$ cat src/rtl/seg_scan_capture.sv
// seg_scan_capture: samples a multiplexed active-low 7-segment bus, debounces
// each scan slot, decodes it to hex and assembles a NUM_DIGITS-digit word.
// Latency: pins stable from edge k -> capture/value/frame_valid at edge k+2+STABLE_CYCLES.
// Backpressure: none; the display bus free-runs and frame_valid is a one-cycle pulse.
//
// Optional feature macro: SEG_SCAN_CAPTURE_ERRCNT_EN adds o_err_count, a
// saturating 8-bit count of error events cleared by i_err_clr.
//
// Ports:
//   i_clk          system clock
//   i_rst_n        asynchronous active-low reset
//   i_seg[6:0]     {a,b,c,d,e,f,g}, active-low segments, asynchronous to i_clk
//   i_an[N-1:0]    anode enables, active-low; bit i low selects digit i
//   i_err_clr      synchronous pulse clearing o_err / o_err_code (/ o_err_count)
//   o_value        last complete frame; digit i at [4i+3:4i]
//   o_frame_valid  one-cycle pulse, o_value updated on the same edge
//   o_err          sticky error flag
//   o_err_code     00 none, 01 invalid segment pattern, 10 multiple anodes
//   o_err_count    (macro only) saturating error event count

module seg_scan_capture #(
    parameter int NUM_DIGITS    = 4,
    parameter int STABLE_CYCLES = 4
) (
    input  logic                    i_clk,
    input  logic                    i_rst_n,
    input  logic [6:0]              i_seg,
    input  logic [NUM_DIGITS-1:0]   i_an,
    input  logic                    i_err_clr,
    output logic [4*NUM_DIGITS-1:0] o_value,
    output logic                    o_frame_valid,
    output logic                    o_err,
    output logic [1:0]              o_err_code
`ifdef SEG_SCAN_CAPTURE_ERRCNT_EN
    ,
    output logic [7:0]              o_err_count
`endif
);

    localparam logic [7:0] C_STABLE    = 8'(STABLE_CYCLES);
    localparam logic [7:0] C_STABLE_M1 = 8'(STABLE_CYCLES - 1);
    localparam logic [1:0] C_ERR_NONE  = 2'b00;
    localparam logic [1:0] C_ERR_PAT   = 2'b01;
    localparam logic [1:0] C_ERR_MULTI = 2'b10;
    localparam logic [6:0] C_SEG_BLANK = 7'b1111111;

    // Two-flop synchronizers, reset to blank / anodes off
    logic [6:0]              r_seg_s1, r_seg_s2;
    logic [NUM_DIGITS-1:0]   r_an_s1,  r_an_s2;

    // Stability tracking
    logic [6:0]              r_held_seg;
    logic [NUM_DIGITS-1:0]   r_held_an;
    logic [7:0]              r_cnt;

    // Frame assembly and outputs
    logic [4*NUM_DIGITS-1:0] r_shadow;
    logic [NUM_DIGITS-1:0]   r_seen;
    logic [4*NUM_DIGITS-1:0] r_value;
    logic                    r_frame_valid;
    logic                    r_err;
    logic [1:0]              r_err_code;

    logic                    w_change;
    logic                    w_capture;
    logic [NUM_DIGITS-1:0]   w_an_act;
    logic [NUM_DIGITS-1:0]   w_an_rest;
    logic                    w_one_hot;
    logic                    w_multi;
    logic                    w_dec_vld;
    logic [3:0]              w_dec_val;
    logic                    w_seg_blank;
    logic                    w_wr;
    logic                    w_bad_pat;
    logic                    w_bad_an;
    logic                    w_err_evt;
    logic [4*NUM_DIGITS-1:0] w_shadow_nxt;
    logic [NUM_DIGITS-1:0]   w_seen_nxt;
    logic                    w_frame_done;

    // Segment pattern (a is the MSB) back to its hex nibble
    always_comb begin
        w_dec_vld = 1'b1;
        w_dec_val = 4'h0;
        case (r_held_seg)
            7'b0000001: w_dec_val = 4'h0;
            7'b1001111: w_dec_val = 4'h1;
            7'b0010010: w_dec_val = 4'h2;
            7'b0000110: w_dec_val = 4'h3;
            7'b1001100: w_dec_val = 4'h4;
            7'b0100100: w_dec_val = 4'h5;
            7'b0100000: w_dec_val = 4'h6;
            7'b0001111: w_dec_val = 4'h7;
            7'b0000000: w_dec_val = 4'h8;
            7'b0001100: w_dec_val = 4'h9;
            7'b0001000: w_dec_val = 4'hA;
            7'b1100000: w_dec_val = 4'hB;
            7'b0110001: w_dec_val = 4'hC;
            7'b1000010: w_dec_val = 4'hD;
            7'b0110000: w_dec_val = 4'hE;
            7'b0111000: w_dec_val = 4'hF;
            default:    w_dec_vld = 1'b0;
        endcase
    end

    always_comb begin
        w_change  = (r_seg_s2 != r_held_seg) || (r_an_s2 != r_held_an);
        // Fires once per stable interval: only the STABLE-1 -> STABLE step
        w_capture = !w_change && (r_cnt == C_STABLE_M1);

        w_an_act  = ~r_held_an;
        // Clearing the lowest set bit leaves zero only for a one-hot mask
        w_an_rest = w_an_act & (w_an_act - NUM_DIGITS'(1));
        w_one_hot = (w_an_act != '0) && (w_an_rest == '0);
        w_multi   = (w_an_rest != '0);

        w_seg_blank = (r_held_seg == C_SEG_BLANK);
        w_wr        = w_capture && w_one_hot && w_dec_vld;
        w_bad_pat   = w_capture && w_one_hot && !w_dec_vld && !w_seg_blank;
        w_bad_an    = w_capture && w_multi;
        w_err_evt   = w_bad_pat || w_bad_an;

        w_shadow_nxt = r_shadow;
        for (int i = 0; i < NUM_DIGITS; i++) begin
            if (w_wr && w_an_act[i]) begin
                w_shadow_nxt[4*i +: 4] = w_dec_val;
            end
        end
        w_seen_nxt   = w_wr ? (r_seen | w_an_act) : r_seen;
        w_frame_done = w_wr && (&w_seen_nxt);
    end

    always_ff @(posedge i_clk or negedge i_rst_n) begin
        if (!i_rst_n) begin
            r_seg_s1      <= '1;
            r_seg_s2      <= '1;
            r_an_s1       <= '1;
            r_an_s2       <= '1;
            r_held_seg    <= '1;
            r_held_an     <= '1;
            r_cnt         <= '0;
            r_shadow      <= '0;
            r_seen        <= '0;
            r_value       <= '0;
            r_frame_valid <= 1'b0;
            r_err         <= 1'b0;
            r_err_code    <= C_ERR_NONE;
        end else begin
            r_seg_s1 <= i_seg;
            r_seg_s2 <= r_seg_s1;
            r_an_s1  <= i_an;
            r_an_s2  <= r_an_s1;

            if (w_change) begin
                r_held_seg <= r_seg_s2;
                r_held_an  <= r_an_s2;
                r_cnt      <= '0;
            end else if (r_cnt != C_STABLE) begin
                r_cnt <= r_cnt + 8'd1;
            end

            if (w_wr) begin
                r_shadow <= w_shadow_nxt;
            end
            if (w_frame_done) begin
                r_seen  <= '0;
                r_value <= w_shadow_nxt;
            end else begin
                r_seen  <= w_seen_nxt;
            end
            r_frame_valid <= w_frame_done;

            // A new error outranks a simultaneous clear
            if (w_err_evt) begin
                r_err      <= 1'b1;
                r_err_code <= w_bad_an ? C_ERR_MULTI : C_ERR_PAT;
            end else if (i_err_clr) begin
                r_err      <= 1'b0;
                r_err_code <= C_ERR_NONE;
            end
        end
    end

`ifdef SEG_SCAN_CAPTURE_ERRCNT_EN
    logic [7:0] r_err_count;

    always_ff @(posedge i_clk or negedge i_rst_n) begin
        if (!i_rst_n) begin
            r_err_count <= '0;
        end else if (i_err_clr) begin
            r_err_count <= w_err_evt ? 8'd1 : 8'd0;
        end else if (w_err_evt && (r_err_count != 8'hFF)) begin
            r_err_count <= r_err_count + 8'd1;
        end
    end

    assign o_err_count = r_err_count;
`endif

    assign o_value       = r_value;
    assign o_frame_valid = r_frame_valid;
    assign o_err         = r_err;
    assign o_err_code    = r_err_code;

endmodule

$ cat config.mk
export PLATFORM = sky130hd
export DESIGN_NAME = seg_scan_capture
export DESIGN_NICKNAME = d
export VERILOG_FILES = /design/src/rtl/seg_scan_capture.sv
export SDC_FILE = /design/constraint.sdc
export NUM_CORES = 1
export LEC_CHECK = 0
export ABC_AREA = 1
export BUFFER_PORTS_ARGS = -buffer_cell sky130_fd_sc_hd__buf_2
export CAP_MARGIN = 20
export CORE_ASPECT_RATIO = 0.8
export CORE_UTILIZATION = 58
export DETAILED_ROUTE_END_ITERATION = 8
export PLACE_DENSITY = 0.78
export REMOVE_ABC_BUFFERS = 1
export SYNTH_ARGS = -nofsm -noshare
export SYNTH_HDL_FRONTEND = slang
export SYNTH_SLANG_ARGS = --single-unit
$ cat constraint.sdc
create_clock -name i_clk -period 2.4 [get_ports i_clk]
set_clock_uncertainty 0.05 [all_clocks]
set_input_delay 0.12 -clock i_clk [delete_from_list [all_inputs] [get_ports i_clk]]
set_output_delay 0.12 -clock i_clk [all_outputs]
set_load 0.01 [all_outputs]
==> results.yml <==
power_and_ir_drop:
  irDropWorstVdd_mv: 0.421
  power.leakage_nw: 2.14
  p_sw_share_pct: 22.5
  internal-power_mw: 2.05
  switchingPower_mw: 0.595
  comb_power_share_pct: 5.0
  p_per_area_nw_per_um2: 613
  seq_power_share_pct: 54.4
  clockPowerShare_pct: 40.6
finish:
  layout-drive-gt1-share_pct: 30.8
  area_growth_pct: 23.0
  fillCellCount: 366
  nets: 443
  antennaDiodeCount: 0
  register_area_um2: 2070
  multi_input_area_um2: 1340
  fin_util_pct: 76.5
  fin_area_um2: 4320
yosys:
  ys_seq_area_share_pct: 58.9
  yosys_warnings: 0
  synth_largest_area_cell: "dfrtp_1"
  synth_seq_cells: 81
  synth_area_leaders: "dfrtp_1, dfstp_2, nand2_1"
  synth.avg_cell_area_um2: 9.49
  syn_inst: 370
  syn_area_um2: 3510
  synth_cell_type_count: 32
  yosys.area.top_type_share_pct: 34.2
clock_tree:
  clock_sinks: 81
  clk_latency_ps: 360
  cts_root_buf: "clkbuf_8"
  clock_path_buffers: 2
  cts_tree: "yes"
  cts_made_buffers: 9
  htree_num_levels: 3
  cts.clk_slew.worst_paths_ps: 80
placement:
  place_ws_ps: 62.8
  placed_area_um2: 3730
  portBuffers: 33
  gp_congestion: 0.829
  hpwl_um: 4500
drt:
  dr.pass1.iters: 5
  wl_um: 7820
  ant_nets: 0
  post-route-drc-count: 0
  drt-wirelength-per-cell_um: 15.3
  drt_iter0_markers: 215
  post_drt_via_cell_ratio: 5.37
  vias: 2738
worst_setup_path:
  crit_arrival_ps: 2560
  cpLargestDelayFamily: "simple AND/OR/NAND/NOR gates"
  cp_common_cell: "nand2_1"
  cp_slowest_stage_delay_ps: 590
  crit_chain: "nand2_1 -> o22ai_1 -> o21ai_1 -> nor2_8 -> buf_12 -> nand3_4 -> nand2_8 -> nand4_4 -> nand2_1 -> nand2_1"
  worstRegToRegCells: 10
  slowest_stage: "dfstp_2"
  crit_start: "r_held_an[1]"
  worst-path-stages: 10
  rr_endpoint: "o_value[7]"
  reg2reg_from: "r_held_an[1]"
  cp-endpoint: "o_value[7]"
  critPathCaptureType: "flip-flop"
  crit_type: "flip-flop to flip-flop"
  worstPathRequired_ps: 2600
  worst-path-max-fanout: 10
  path_buf_inv: 1
  r2r_setup_slack_ps: 40
  startpoint_type: "flip-flop"
sta:
  worstMarginPinSlew_ps: 945
  hold_viol: 0
  drv_slew: 0
  fin_ws_ps: 35.4
  hold_slack_ps: 307
  finalCritPeriodShare_pct: 98.5
  max_freq_ghz: 0.423
  finalSetupTns_ps: 0
  min_period_ps: 2360
  relSlewSlack_pct: 37.0
  finalSetupViolations: 0
worst_hold_path:
  hold_path.class: "flip-flop to flip-flop"
die:
  start_util_pct: 62.2
  ios: 34
  dieArea_um2: 6370
  die_w_um: 89
  rows: 24
  core_um2: 5650
  die_h_um: 71.6
run:
  maxCapViolCount: 0
grt:
  grt_pass1_wl_um: 10900
  grt_start_max_net_pins: 82
  antenna_found_initial: 0
  gr-total-overflow: 0
  globalRouteTotalUtil_pct: 23.3
  grt_pass1_vias: 2362
status:
  outcome: "finished clean"
## worst min path at each step
stage / start / end / slack, ps / cells past startpoint
finish: r_seg_s1[1] / r_seg_s2[1] / 310 / 0
global route: r_an_s1[3] / r_an_s2[3] / 300 / 0
CTS: r_seg_s1[6] / r_seg_s2[6] / 310 / 0
detailed placement: i_an[3] / r_an_s1[3] / 180 / 1
global placement: i_seg[0] / r_seg_s1[0] / 180 / 1
floorplan: i_rst_n / o_err / -230 / 0
## cell usage after synthesis
library cell  instances
nor2_8                2
o2111a_1              1
nand4_1               3
nand4_4               1
nand3_4               1
o21ai_0              20
inv_2                 7
inv_1                34
dfrtp_1              48
nor2_2                3
xnor2_1               5
o22ai_1               1
nor4_1                2
nor3_1                5
nand3_1              18
buf_2                 1
a21oi_1               6
buf_8                 1
ha_1                  2
a211oi_1              2
nand2_2               1
nand2_4               5
xor2_1                1
nand3_2              12
nor2_1               43
nor2_4                1
buf_4                 1
o21ai_1               1
o211ai_2              1
clkbuf_1             11
nand2_1              97
dfstp_2              33
## per-stage QoR
| stage | power [mW] | cells |
|---|---|---|
| after global placement | 1.57 | 470 |
| after detailed placement | 1.57 | 470 |
| after floorplan | 1.51 | 356 |
| final | 2.65 | 510 |
| after global routing | 2.74 | 510 |
| after CTS | 2.65 | 499 |
## logic make-up after synthesis
kind of cell | share of synthesized area [%]
and+or+nand+nor | 27.4
xor gates and xnor gates | 1.50
adders and majority gates | 0.712
DFF | 58.9
buffers and inverters | 6.34
AOI/OAI and AO/OA | 5.13
## cell usage in the layout, fill, tap and decap left out, drive strengths merged
cell type | Yosys | final
dfstp | 33 | 33
a211oi | 2 | 2
nand3 | 31 | 31
dfrtp | 48 | 48
o2111a | 1 | 1
nand4 | 4 | 6
clkinvlp | 0 | 3
bufinv | 0 | 2
nand2 | 103 | 103
nor2 | 49 | 50
buf | 3 | 44
o22ai | 1 | 1
a21oi | 6 | 6
nor3 | 5 | 5
inv | 41 | 42
dlygate4sd3 | 0 | 13
nor4 | 2 | 2
o21ai | 21 | 21
ha | 2 | 2
o211ai | 1 | 1
xor2 | 1 | 1
xnor2 | 5 | 5
clkbuf | 11 | 10
## cell type report
cell class,instances,area share (%)
Timing Repair Buffer,57,10.1
Inverter,41,3.62
Clock buffer,10,2.95
Tap cell,78,2.26
Clock inverter,6,2.11
Sequential cell,81,47.9
Multi-Input combinational cell,237,31.0
## flip-flops by register name, summed over array words and instances, names as in the netlist
| signal | count |
|---|---|
| o_value | 16 |
| r_shadow | 16 |
| r_cnt | 8 |
| r_held_seg | 7 |
| r_seg_s1 | 7 |
| r_seg_s2 | 7 |
| r_an_s1 | 4 |
| r_an_s2 | 4 |
| r_held_an | 4 |
| r_seen | 4 |
| o_err_code | 2 |
| o_err | 1 |
| o_frame_valid | 1 |
## repair_timing
action	in CTS	in global routing
buffers inserted	0	8
gates resized for setup	0	23
endpoints found under the setup margin	0	22
hold endpoints to repair	60	0
hold buffers	13	0
## per-layer routing
| metal | global-route usage [%] | share of wire, % |
|---|---|---|
| met4 | 8.47 | 1.6 |
| met3 | 6.34 | 5.4 |
| met5 | 0 | 0 |
| met2 | 34.4 | 48 |
| met1 | 33.5 | 45 |
## power groups by stage
stage | combinational [mW] | clock [mW] | sequential (mW)
after floorplan | 0.0565 | 0 | 1.46
after global placement | 0.105 | 0 | 1.46
after detailed placement | 0.108 | 0 | 1.46
after CTS | 0.124 | 1.09 | 1.44
after global routing | 0.148 | 1.15 | 1.44
final | 0.132 | 1.07 | 1.44
Power figures use the tool's default switching activity.
